--- config.mk ---
export PLATFORM = sky130hd
export DESIGN_NAME = onchip_mem_test_master_flat
export DESIGN_NICKNAME = d
export VERILOG_FILES = /design/src/rtl/onchip_mem_test_master_if.sv /design/src/rtl/onchip_mem_test_master.sv /design/src/flat_wrapper.sv
export SDC_FILE = /design/constraint.sdc
export NUM_CORES = 1
export LEC_CHECK = 0
export ABC_CLOCK_PERIOD_IN_PS = 3440
export CORE_UTILIZATION = 25
export CTS_CLUSTER_DIAMETER = 100
export CTS_CLUSTER_SIZE = 16
export DETAILED_ROUTE_END_ITERATION = 8
export GPL_TIMING_DRIVEN = 0
export SETUP_SLACK_MARGIN = 0.02
export SLEW_MARGIN = 20
export SYNTH_ARGS = -nofsm -noshare
export SYNTH_HDL_FRONTEND = slang
export SYNTH_SLANG_ARGS = --single-unit
--- constraint.sdc ---
create_clock -name clk -period 3.44 [get_ports clk]
set_input_delay 0.86 -clock clk [delete_from_list [all_inputs] [get_ports clk]]
set_output_delay 0.86 -clock clk [all_outputs]
set_load 0.01 [all_outputs]
--- src/rtl/onchip_mem_test_master_if.sv ---
// Avalon-MM bus between the memory test master and a single-port
// on-chip RAM slave.
//   m_address    word address
//   m_byteenable byte lanes (all ones during an access)
//   m_chipselect access valid
//   m_write      write strobe (0 = read)
//   m_writedata  write data
//   m_clken      RAM clock enable
//   m_readdata   RAM read data, READ_LATENCY cycles after the address
interface onchip_mem_test_master_if #(
    parameter int ADDR_W = 10,
    parameter int DATA_W = 32
);
    logic [ADDR_W-1:0]   m_address;
    logic [DATA_W/8-1:0] m_byteenable;
    logic                m_chipselect;
    logic                m_write;
    logic [DATA_W-1:0]   m_writedata;
    logic                m_clken;
    logic [DATA_W-1:0]   m_readdata;

    modport master (
        output m_address, m_byteenable, m_chipselect, m_write,
               m_writedata, m_clken,
        input  m_readdata
    );

    modport slave (
        input  m_address, m_byteenable, m_chipselect, m_write,
               m_writedata, m_clken,
        output m_readdata
    );
endinterface

--- src/rtl/onchip_mem_test_master.sv ---
// Memory test master: fills a RAM window with the pattern seed+i at
// address base_addr+i (wrapping at the top of RAM) and/or reads it back
// and checks it.
//   clk, reset   clock, synchronous active-high reset
//   start        one-cycle pulse, accepted only when idle
//   mode         00 fill, 01 verify, 10/11 fill then verify
//   base_addr    first word address
//   length       word count, 0..2**ADDR_W
//   seed         pattern seed
//   busy, done   operation in progress / completed (done holds)
//   error        sticky mismatch flag
//   err_addr     address of first mismatch
//   err_data     read data of first mismatch
//   err_count    saturating mismatch count
//   mem          Avalon-MM master port to the RAM
module onchip_mem_test_master #(
    parameter int ADDR_W        = 10,
    parameter int DATA_W        = 32,
    parameter int READ_LATENCY  = 1,
    parameter int STOP_ON_ERROR = 0
) (
    input  logic                clk,
    input  logic                reset,
    input  logic                start,
    input  logic [1:0]          mode,
    input  logic [ADDR_W-1:0]   base_addr,
    input  logic [ADDR_W:0]     length,
    input  logic [DATA_W-1:0]   seed,
    output logic                busy,
    output logic                done,
    output logic                error,
    output logic [ADDR_W-1:0]   err_addr,
    output logic [DATA_W-1:0]   err_data,
    output logic [ADDR_W:0]     err_count,
    onchip_mem_test_master_if.master mem
);

    localparam logic [ADDR_W:0] ONE = {{ADDR_W{1'b0}}, 1'b1};

    typedef enum logic [2:0] {
        IDLE,
        FILL,
        VERIFY,
        DRAIN,
        DONE
    } state_t;

    state_t              state, state_n;

    logic [ADDR_W-1:0]   base_q;
    logic [ADDR_W:0]     len_q;
    logic [DATA_W-1:0]   seed_q;
    logic                verify_after_q;
    logic [ADDR_W:0]     idx;

    // Expected data/address for each outstanding read.
    logic [READ_LATENCY-1:0] pipe_valid;
    logic [ADDR_W-1:0]       pipe_addr [READ_LATENCY];
    logic [DATA_W-1:0]       pipe_data [READ_LATENCY];

    logic                accept;
    logic                do_write;
    logic                do_read;
    logic                idx_inc;
    logic                idx_clr;
    logic                last;
    logic                mismatch;
    logic                halt;
    logic                pending;
    logic [ADDR_W-1:0]   cur_addr;
    logic [DATA_W-1:0]   cur_data;

    always_comb begin
        last     = (idx == len_q - ONE);
        cur_addr = base_q + idx[ADDR_W-1:0];
        cur_data = seed_q + DATA_W'(idx);
        mismatch = pipe_valid[READ_LATENCY-1] &&
                   (mem.m_readdata != pipe_data[READ_LATENCY-1]);
        // Issuing stops in the very cycle the mismatch is seen.
        halt     = (STOP_ON_ERROR != 0) && mismatch;
        // Reads still in flight beyond the stage compared this cycle.
        pending  = 1'b0;
        for (int unsigned i = 0; i + 1 < READ_LATENCY; i++) begin
            pending = pending | pipe_valid[i];
        end
    end

    always_comb begin
        state_n  = state;
        accept   = 1'b0;
        do_write = 1'b0;
        do_read  = 1'b0;
        idx_inc  = 1'b0;
        idx_clr  = 1'b0;
        case (state)
            IDLE: begin
                if (start) begin
                    accept = 1'b1;
                    if (length == '0)
                        state_n = DONE;
                    else if (mode == 2'b01)
                        state_n = VERIFY;
                    else
                        state_n = FILL;
                end
            end
            FILL: begin
                do_write = 1'b1;
                idx_inc  = 1'b1;
                if (last) begin
                    idx_clr = 1'b1;
                    state_n = verify_after_q ? VERIFY : DONE;
                end
            end
            VERIFY: begin
                if (halt) begin
                    state_n = DRAIN;
                end else begin
                    do_read = 1'b1;
                    idx_inc = 1'b1;
                    if (last)
                        state_n = DRAIN;
                end
            end
            DRAIN: begin
                if (!pending)
                    state_n = DONE;
            end
            DONE: begin
                state_n = IDLE;
            end
            default: begin
                state_n = IDLE;
            end
        endcase
    end

    always_comb begin
        mem.m_chipselect = do_write | do_read;
        mem.m_write      = do_write;
        mem.m_address    = (do_write | do_read) ? cur_addr : '0;
        mem.m_writedata  = do_write ? cur_data : '0;
        mem.m_byteenable = (do_write | do_read) ? '1 : '0;
        mem.m_clken      = ~reset;
    end

    always_ff @(posedge clk) begin
        if (reset) begin
            state          <= IDLE;
            base_q         <= '0;
            len_q          <= '0;
            seed_q         <= '0;
            verify_after_q <= 1'b0;
            idx            <= '0;
            busy           <= 1'b0;
            done           <= 1'b0;
            error          <= 1'b0;
            err_addr       <= '0;
            err_data       <= '0;
            err_count      <= '0;
            pipe_valid     <= '0;
            for (int unsigned i = 0; i < READ_LATENCY; i++) begin
                pipe_addr[i] <= '0;
                pipe_data[i] <= '0;
            end
        end else begin
            state <= state_n;

            if (accept) begin
                base_q         <= base_addr;
                len_q          <= length;
                seed_q         <= seed;
                verify_after_q <= mode[1];
                idx            <= '0;
                busy           <= 1'b1;
                done           <= 1'b0;
                error          <= 1'b0;
                err_addr       <= '0;
                err_data       <= '0;
                err_count      <= '0;
            end else if (idx_clr) begin
                idx <= '0;
            end else if (idx_inc) begin
                idx <= idx + ONE;
            end

            if (state == DONE) begin
                busy <= 1'b0;
                done <= 1'b1;
            end

            pipe_valid[0] <= do_read;
            pipe_addr[0]  <= cur_addr;
            pipe_data[0]  <= cur_data;
            for (int unsigned i = 1; i < READ_LATENCY; i++) begin
                pipe_valid[i] <= pipe_valid[i-1];
                pipe_addr[i]  <= pipe_addr[i-1];
                pipe_data[i]  <= pipe_data[i-1];
            end

            if (mismatch) begin
                if (err_count != '1)
                    err_count <= err_count + ONE;
                if (!error) begin
                    error    <= 1'b1;
                    err_addr <= pipe_addr[READ_LATENCY-1];
                    err_data <= mem.m_readdata;
                end
            end
        end
    end

endmodule

--- src/flat_wrapper.sv ---
// flat-port wrapper written by rule: the top's interface ports become plain ports
module onchip_mem_test_master_flat 
#(
    parameter int ADDR_W        = 10,
    parameter int DATA_W        = 32,
    parameter int READ_LATENCY  = 1,
    parameter int STOP_ON_ERROR = 0
)
  (clk, reset, start, mode, base_addr, length, seed, busy, done, error, err_addr, err_data, err_count, mem_m_address, mem_m_byteenable, mem_m_chipselect, mem_m_write, mem_m_writedata, mem_m_clken, mem_m_readdata);
  onchip_mem_test_master_if #(.ADDR_W(ADDR_W), .DATA_W(DATA_W)) mem_i ();
  input  logic clk;
  input  logic reset;
  input  logic start;
  input  logic [1:0] mode;
  input  logic [ADDR_W-1:0] base_addr;
  input  logic [ADDR_W:0] length;
  input  logic [DATA_W-1:0] seed;
  output logic busy;
  output logic done;
  output logic error;
  output logic [ADDR_W-1:0] err_addr;
  output logic [DATA_W-1:0] err_data;
  output logic [ADDR_W:0] err_count;
  output wire logic [$bits(mem_i.m_address)-1:0] mem_m_address;
  output wire logic [$bits(mem_i.m_byteenable)-1:0] mem_m_byteenable;
  output wire logic [$bits(mem_i.m_chipselect)-1:0] mem_m_chipselect;
  output wire logic [$bits(mem_i.m_write)-1:0] mem_m_write;
  output wire logic [$bits(mem_i.m_writedata)-1:0] mem_m_writedata;
  output wire logic [$bits(mem_i.m_clken)-1:0] mem_m_clken;
  input wire logic [$bits(mem_i.m_readdata)-1:0] mem_m_readdata;
  assign mem_m_address = mem_i.m_address;
  assign mem_m_byteenable = mem_i.m_byteenable;
  assign mem_m_chipselect = mem_i.m_chipselect;
  assign mem_m_write = mem_i.m_write;
  assign mem_m_writedata = mem_i.m_writedata;
  assign mem_m_clken = mem_i.m_clken;
  assign mem_i.m_readdata = mem_m_readdata;
  onchip_mem_test_master #(.ADDR_W(ADDR_W), .DATA_W(DATA_W), .READ_LATENCY(READ_LATENCY), .STOP_ON_ERROR(STOP_ON_ERROR)) u_core (.clk(clk), .reset(reset), .start(start), .mode(mode), .base_addr(base_addr), .length(length), .seed(seed), .busy(busy), .done(done), .error(error), .err_addr(err_addr), .err_data(err_data), .err_count(err_count), .mem(mem_i));
endmodule
==> metrics.json, run 1 <==
{
  "outcome": {"value": "finished, violations left"},
  "failed_checks": {"value": "negative setup slack"},
  "final_weighted_congestion_in_routability_driven_placement": {"value": 0.913},
  "fin_tns_setup": {"value": -5.50, "unit": "ns"},
  "synthFlopType": {"value": "dfxtp_1"},
  "start_util": {"value": 0.255},
  "most-common-layout-cells": {"value": "159 x clkdlybuf4s50_1, 155 x dfxtp_1, 139 x nand2_1"},
  "async_flop_share": {"value": 0},
  "clk_latency": {"value": 0.43, "unit": "ns"},
  "worst_slack": {"value": -0.343, "unit": "ns"},
  "drt-vias-per-instance": {"value": 4.75},
  "multiplexer_share_of_the_synthesized_area": {"value": 0.0435},
  "synthesis.instances": {"value": 1013},
  "final.period_utilization": {"value": 1.10},
  "power.combinational.fraction": {"value": 0.177},
  "cts_max_level": {"value": 4},
  "timing.rr.start": {"value": "u_core.idx[0]$_SDFFE_PP0N_"},
  "die_w": {"value": 185, "unit": "um"},
  "core-area": {"value": 32700, "unit": "um2"},
  "design.die.area": {"value": 34100, "unit": "um2"},
  "net_switching": {"value": 0.00141, "unit": "W"},
  "antenna_violating_nets_post_route": {"value": 0},
  "final-seq-area": {"value": 3380, "unit": "um2"},
  "critPathKind": {"value": "reg2out"},
  "worstMarginPinSlew": {"value": 0.769, "unit": "ns"},
  "floorplan.io_pins": {"value": 195},
  "share_seq_of_total_power": {"value": 0.419},
  "drive_gt1_frac": {"value": 0.195},
  "number_of_enable_flip_flop_cells_after_synthesis": {"value": 0},
  "num_rows": {"value": 66},
  "multiInputGateArea": {"value": 5260, "unit": "um2"},
  "grt_first_pass_wirelength": {"value": 45500, "unit": "um"},
  "drcViolationCount": {"value": 0},
  "total_leakage_power": {"value": 5.06, "unit": "nW"},
  "total_of_hold_buffers_inserted_after_clock_tree_synthesis": {"value": 0},
  "min_delay_worst_endpoint": {"value": "u_core.base_q[3]$_SDFFE_PP0P_"},
  "critical_path.startpoint_type": {"value": "flop"},
  "worst_voltage_drop_across_the_vdd_grid": {"value": 0.000279, "unit": "V"},
  "fp.dieH": {"value": 185, "unit": "um"},
  "grt_start_max_net_pins": {"value": 17},
  "via_count": {"value": 8340},
  "critical_path.reg2reg.endpoint": {"value": "u_core.pipe_data[0][20]$_SDFF_PP0_"},
  "power_report.internal_total": {"value": 0.00359, "unit": "W"},
  "number_of_antenna_violations_at_the_first_check_in_global_routing": {"value": 2},
  "placement.io_buffers": {"value": 194},
  "timing.hold.worst.class": {"value": "reg2reg"},
  "cell_area_after_synthesis": {"value": 8330, "unit": "um2"},
  "global_route_total_overflow": {"value": 0},
  "final_common_cell": {"value": "clkdlybuf4s50_1"},
  "root_buffer": {"value": "clkbuf_16"},
  "synth.net_count": {"value": 1128},
  "fillerInstances": {"value": 3326},
  "synth_xor_xnor_area_share": {"value": 0.0851},
  "finalSetupViolCount": {"value": 25},
  "fin_worst_skew": {"value": 0.00974, "unit": "ns"},
  "drt-total-wl": {"value": 30500, "unit": "um"},
  "synth_to_final_area_change": {"value": 51.0, "unit": "%"},
  "power_per_cell_area": {"value": 398, "unit": "nW/um2"},
  "layout_min_cycle_time": {"value": 3.78, "unit": "ns"},
  "drt_pass1_iterations": {"value": 5},
  "global_route_usage_sum": {"value": 0.175},
  "reg2regPathDepth": {"value": 14},
  "timing.critical_path.required": {"value": 2.58, "unit": "ns"},
  "numCtsBuffers": {"value": 17},
  "share_of_the_synthesized_area_in_compound_gates_ao_oa_aoi_oai": {"value": 0.137},
  "finalHoldViolations": {"value": 0},
  "p_total": {"value": 0.00500, "unit": "W"},
  "clock_sink_count": {"value": 167},
  "ys_seq_elements": {"value": 167},
  "sw_frac_of_total": {"value": 0.282},
  "power.share.clock": {"value": 0.404},
  "seq_area_frac_synth": {"value": 0.401},
  "postSynthAreaPerCell": {"value": 8.23, "unit": "um2"},
  "maxSlewHeadroom": {"value": 0.487},
  "tritoncts": {"value": "built"},
  "cts.clk_slew.worst_paths": {"value": 0.07, "unit": "ns"},
  "synth_cell_type_count": {"value": 63},
  "grt_pass1_vias": {"value": 8143},
  "worstPathMaxFanout": {"value": 5},
  "synth-adder-area-share": {"value": 0.0393},
  "holdPathStages": {"value": 2},
  "cts.path.max_buffers": {"value": 2},
  "drt_iter0_drc": {"value": 512},
  "timing.reg2reg.setup_slack": {"value": 0.45, "unit": "ns"},
  "wire_per_inst": {"value": 17.4, "unit": "um"},
  "yosys_warnings": {"value": 0},
  "synth_top_family_by_area": {"value": "simple AND/OR/NAND/NOR gates"},
  "rsz0062_at_grt": {"value": "yes"},
  "cp-end-kind": {"value": "output pin"},
  "worstPathArrival": {"value": 2.92, "unit": "ns"},
  "worstHoldStart": {"value": "u_core.base_q[3]$_SDFFE_PP0P_"},
  "fmax": {"value": 264, "unit": "MHz"},
  "final_net_count": {"value": 1413},
  "slew_viol_final": {"value": 0},
  "max-cap-violations": {"value": 0},
  "synth-simple-area-share": {"value": 0.256},
  "detailed_place_hpwl": {"value": 22500, "unit": "um"}
}
## cell type report
cell class	count	area share
timing repair buffer	269	0.194
buffer	59	0.0216
sequential	167	0.269
antenna	2	0.000398
clock buffer	17	0.0338
inverter	15	0.00477
tap	442	0.0439
clock inverter	15	0.0153
multi-input combinational	769	0.418
## worst max-delay path: stages (launching register included)
cell and delay, ns:
dfxtp_4 0.37, ha_4 0.17, fa_2 0.36, a211oi_2 0.28, o211ai_1 0.25, a31oi_4 0.31, buf_8 0.18, nor3_1 0.07
xnor2_1 0.27, nor2_1 0.07, buf_2 0.17
## routing by layer
| metal | GRT usage | wire length, um | part of all wire | vias up |
|---|---|---|---|---|
| met1 | 0.213 | 13200 | 0.43 | 3918 |
| met3 | 0.0308 | 1590 | 0.052 | 71 |
| li1 | - | - | - | 4099 |
| met5 | 0 | 0 | 0 | - |
| met2 | 0.295 | 14500 | 0.48 | 252 |
| met4 | 0.0903 | 1190 | 0.039 | 0 |
## worst max path at each step
stage,endpoint,start
finish,mem_m_writedata[20],u_core.idx[0]$_SDFFE_PP0N_
CTS,mem_m_writedata[28],u_core.idx[0]$_SDFFE_PP0N_
detailed placement,mem_m_writedata[28],u_core.idx[0]$_SDFFE_PP0N_
global route,mem_m_writedata[20],u_core.idx[0]$_SDFFE_PP0N_
floorplan,mem_m_writedata[26],u_core.idx[0]$_SDFFE_PP0N_
global placement,mem_m_writedata[28],u_core.idx[0]$_SDFFE_PP0N_
## through the flow
step                cell area (um2)  instances   util  setup slack [ns]  hold WS, ns
CTS                           12300       1739  0.377            -0.228        0.464
floorplan                      8330       1013      -             0.103        0.440
global placement              10800       1649  0.331             -1.03        0.449
detailed placement            10800       1649  0.331             -1.04        0.455
global route                  12600       1755  0.385            -0.414        0.485
finish                        12600       1755  0.385            -0.343        0.463
## sequential cells by signal, indices dropped and copies added (netlist names), 3 cells and up
register and flops:
u_core.pipe_data 32, u_core.len_q 11, u_core.pipe_addr 10, u_core.err_data 32, u_core.err_count 11, u_core.state 3
u_core.idx 11, u_core.err_addr 10, u_core.seed_q 32, u_core.base_q 10
## kinds of logic (layout without fill, tap and decap cells)
family                     after synthesis  count (layout)
xor gates and xnor gates                81              81
buffers and inverters                   77             375
muxes                                   36              36
DFF                                    167             167
other                                    0               2
adders and majority gates               25              25
AOI/OAI and AO/OA                      191             191
and+or+nand+nor                        436             436
## power by group through the flow
stage / sequential (W) / clock, W / combinational, W
global route: 0.00211 / 0.00214 / 0.000963
CTS: 0.00209 / 0.00206 / 0.000858
floorplan: 0.00211 / 0 / 0.000431
global placement: 0.00213 / 0 / 0.000772
detailed placement: 0.00214 / 0 / 0.000779
finish: 0.00210 / 0.00202 / 0.000887
## Yosys cell counts, types with 22 or more instances
master,number,area share
nand3_1,32,0.019
mux2i_1,34,0.041
and2_1,33,0.025
o21ai_0,22,0.013
nor2_1,106,0.048
a21oi_1,102,0.061
ha_1,23,0.035
xor2_1,51,0.054
nor4_1,24,0.018
dfxtp_1,167,0.40
clkbuf_1,48,0.022
xnor2_1,30,0.032
nand2_1,140,0.063
## timing repair
action / CTS / global route
buffers inserted: 59 / 20
resized for setup: 236 / 42
hold endpoints to repair: 0 / 0
cloned: 2 / 0
pin swaps: 53 / 48
setup endpoints to repair: 45 / 35
Power figures use the tool's default switching activity.
==> inputs of run 2 (changes only) <==
--- a/config.mk
+++ b/config.mk
@@ -7,6 +7,7 @@
 export LEC_CHECK = 0
 export ABC_CLOCK_PERIOD_IN_PS = 3440
 export CORE_UTILIZATION = 25
+export CTS_BUF_LIST = sky130_fd_sc_hd__clkbuf_8 sky130_fd_sc_hd__clkbuf_16
 export CTS_CLUSTER_DIAMETER = 100
 export CTS_CLUSTER_SIZE = 16
 export DETAILED_ROUTE_END_ITERATION = 8
==> constraint.sdc (replaced) <==
create_clock -name clk -period 3.44 [get_ports clk]
set_input_delay 0.86 -clock clk [delete_from_list [all_inputs] [get_ports clk]]
set_output_delay 0.86 -clock clk [all_outputs]
set_load 0.02 [all_outputs]
==> metrics.json, run 2 (same netlist as run 1, synthesis figures left out) <==
{
  "global_route_usage_sum": {"value": 0.174},
  "core-area": {"value": 32700, "unit": "um2"},
  "power_per_cell_area": {"value": 394, "unit": "nW/um2"},
  "timing.hold.worst.class": {"value": "reg2reg"},
  "numCtsBuffers": {"value": 17},
  "fin_worst_skew": {"value": 0.0108, "unit": "ns"},
  "worst_voltage_drop_across_the_vdd_grid": {"value": 0.000286, "unit": "V"},
  "wire_per_inst": {"value": 17.5, "unit": "um"},
  "synth_to_final_area_change": {"value": 51.0, "unit": "%"},
  "fin_tns_setup": {"value": -3.82, "unit": "ns"},
  "grt_first_pass_wirelength": {"value": 44800, "unit": "um"},
  "grt_start_max_net_pins": {"value": 17},
  "timing.critical_path.slowest_stage_cell": {"value": "fa_2"},
  "final_net_count": {"value": 1408},
  "cts.clk_slew.worst_paths": {"value": 0.07, "unit": "ns"},
  "design.die.area": {"value": 34100, "unit": "um2"},
  "drt-total-wl": {"value": 30500, "unit": "um"},
  "drt-vias-per-instance": {"value": 4.76},
  "max-cap-violations": {"value": 0},
  "maxSlewHeadroom": {"value": 0.445},
  "clock_sink_count": {"value": 167},
  "grt_pass1_vias": {"value": 7934},
  "final_common_cell": {"value": "clkdlybuf4s50_1"},
  "root_buffer": {"value": "clkbuf_16"},
  "final.period_utilization": {"value": 1.07},
  "critPathBufInv": {"value": 2},
  "cts_max_level": {"value": 4},
  "finalSetupViolCount": {"value": 23},
  "drive_gt1_frac": {"value": 0.200},
  "global_route_total_overflow": {"value": 0},
  "critical-path-top-delay-family": {"value": "compound AO/OA/AOI/OAI gates"},
  "worstMarginPinSlew": {"value": 0.833, "unit": "ns"},
  "finalNonFillerCells": {"value": 1750},
  "fp.dieH": {"value": 185, "unit": "um"},
  "tritoncts": {"value": "built"},
  "outcome": {"value": "finished, violations left"},
  "worstPathMaxFanout": {"value": 3},
  "worstPathArrival": {"value": 2.83, "unit": "ns"},
  "drcViolationCount": {"value": 0},
  "die_w": {"value": 185, "unit": "um"},
  "layout_min_cycle_time": {"value": 3.69, "unit": "ns"},
  "worstPathCellList": {"value": "ha_4 -> fa_2 -> a211oi_2 -> o211ai_1 -> buf_4 -> a311o_1 -> nand2_2 -> xor2_2 -> nor2_2 -> buf_6"},
  "fillerInstances": {"value": 3313},
  "cp-end-kind": {"value": "output pin"},
  "critPathKind": {"value": "reg2out"},
  "worst_slack": {"value": -0.254, "unit": "ns"},
  "largest_stage_delay_on_the_critical_path": {"value": 0.39, "unit": "ns"},
  "rsz0062_at_grt": {"value": "yes"},
  "drt_pass1_iterations": {"value": 5},
  "total_of_hold_buffers_inserted_after_clock_tree_synthesis": {"value": 0},
  "number_of_antenna_violations_at_the_first_check_in_global_routing": {"value": 2},
  "start_util": {"value": 0.255},
  "critical_path.startpoint_type": {"value": "flop"},
  "clk_latency": {"value": 0.44, "unit": "ns"},
  "floorplan.io_pins": {"value": 195},
  "fmax": {"value": 271, "unit": "MHz"},
  "total_leakage_power": {"value": 4.95, "unit": "nW"},
  "most-common-layout-cells": {"value": "156 x clkdlybuf4s50_1, 147 x dfxtp_1, 139 x nand2_1"},
  "detailed_place_hpwl": {"value": 22500, "unit": "um"},
  "via_count": {"value": 8330},
  "postLayoutCellArea": {"value": 12600, "unit": "um2"},
  "p_total": {"value": 0.00496, "unit": "W"},
  "timing.critical_path.required": {"value": 2.58, "unit": "ns"},
  "drt_iter0_drc": {"value": 458},
  "largest_registers": {"value": "u_core.err_data x32, u_core.pipe_data x32, u_core.seed_q x32"},
  "placement.io_buffers": {"value": 194},
  "failed_checks": {"value": "negative setup slack"},
  "final_weighted_congestion_in_routability_driven_placement": {"value": 0.873},
  "num_rows": {"value": 66},
  "slew_viol_final": {"value": 0},
  "post-place-cells": {"value": 1649},
  "finalHoldViolations": {"value": 0},
  "placed_cell_area": {"value": 10800, "unit": "um2"},
  "cts.path.max_buffers": {"value": 2},
  "antenna_violating_nets_post_route": {"value": 0}
}
-- run 2: changes by cell type in the layout (fill, tap and decap cells not counted), moves of 4 or more --
cell / change
buf_6: +5
buf_4: +5
dfxtp_1: -8
o21ai_4: +5
dfxtp_2: +8
nor2_2: -4
clkinv_4: +5
buf_2: -14
xnor2_2: -6
xnor2_1: +6
or3_4: +4
or3_1: -4
-- run 2: cell type report --
class | instances | area (um2) | area share
Multi-Input combinational cell | 769 | 5250 | 0.418
Sequential cell | 167 | 3390 | 0.270
Timing Repair Buffer | 264 | 2460 | 0.196
Tap cell | 442 | 553 | 0.0440
Clock buffer | 17 | 425 | 0.0338
Buffer | 59 | 260 | 0.0207
Clock inverter | 15 | 171 | 0.0136
Inverter | 15 | 60.1 | 0.00477
Antenna cell | 2 | 5.00 | 0.000398
-- run 2: worst paths after layout --
path | start | endpoint | slack [ns] | cells past startpoint
worst min register to register | u_core.seed_q[9]$_SDFFE_PP0P_ | u_core.seed_q[9]$_SDFFE_PP0P_ | 0.46 | 2
worst min-delay path | u_core.seed_q[9]$_SDFFE_PP0P_ | u_core.seed_q[9]$_SDFFE_PP0P_ | 0.46 | 2
worst max register to register | u_core.idx[0]$_SDFFE_PP0N_ | u_core.pipe_data[0][10]$_SDFF_PP0_ | 0.25 | 17
worst max-delay path | u_core.idx[0]$_SDFFE_PP0N_ | mem_m_writedata[10] | -0.25 | 10
-- run 2: per-layer routing --
| metal | vias up | global-route usage | routed length [um] |
|---|---|---|---|
| met3 | 57 | 0.0381 | 1850 |
| met4 | 0 | 0.0760 | 948 |
| met2 | 280 | 0.289 | 14700 |
| met5 | - | 0 | 0 |
| met1 | 3914 | 0.214 | 13100 |
| li1 | 4079 | - | - |
-- run 2: per-stage QoR --
step	hold WS (ns)	setup WS, ns	utilization
2_1_floorplan	0.440	0.104	-
3_3_place_gp	0.453	-1.08	0.331
3_5_place_dp	0.455	-1.07	0.331
4_1_cts	0.464	-0.208	0.374
5_1_grt	0.482	-0.346	0.385
6_report	0.463	-0.254	0.385
-- run 2: power by group --
group	internal [W]	total [W]	switching [W]
logic	0.000409	0.000913	0.000504
clock network	0.00109	0.00195	0.000857
registers	0.00202	0.00210	0.0000819
-- run 2: worst reg2reg max path, delay by kind of cell (launching register included) --
| family | cells | cell delay [ns] |
|---|---|---|
| adders and majority gates | 2 | 0.56 |
| buffers and inverters | 9 | 1.22 |
| and+or+nand+nor | 2 | 0.15 |
| AOI/OAI and AO/OA | 3 | 0.72 |
| xor gates and xnor gates | 1 | 0.09 |
| DFF | 1 | 0.37 |
-- run 2: repair_timing --
item                                   4_1_cts  5_1_grt
cloned                                       1        0
pin swaps                                   42       45
resized for setup                          254       69
setup endpoints to repair                   47       39
setup buffers                               45       25
endpoints found under the hold margin        0        0
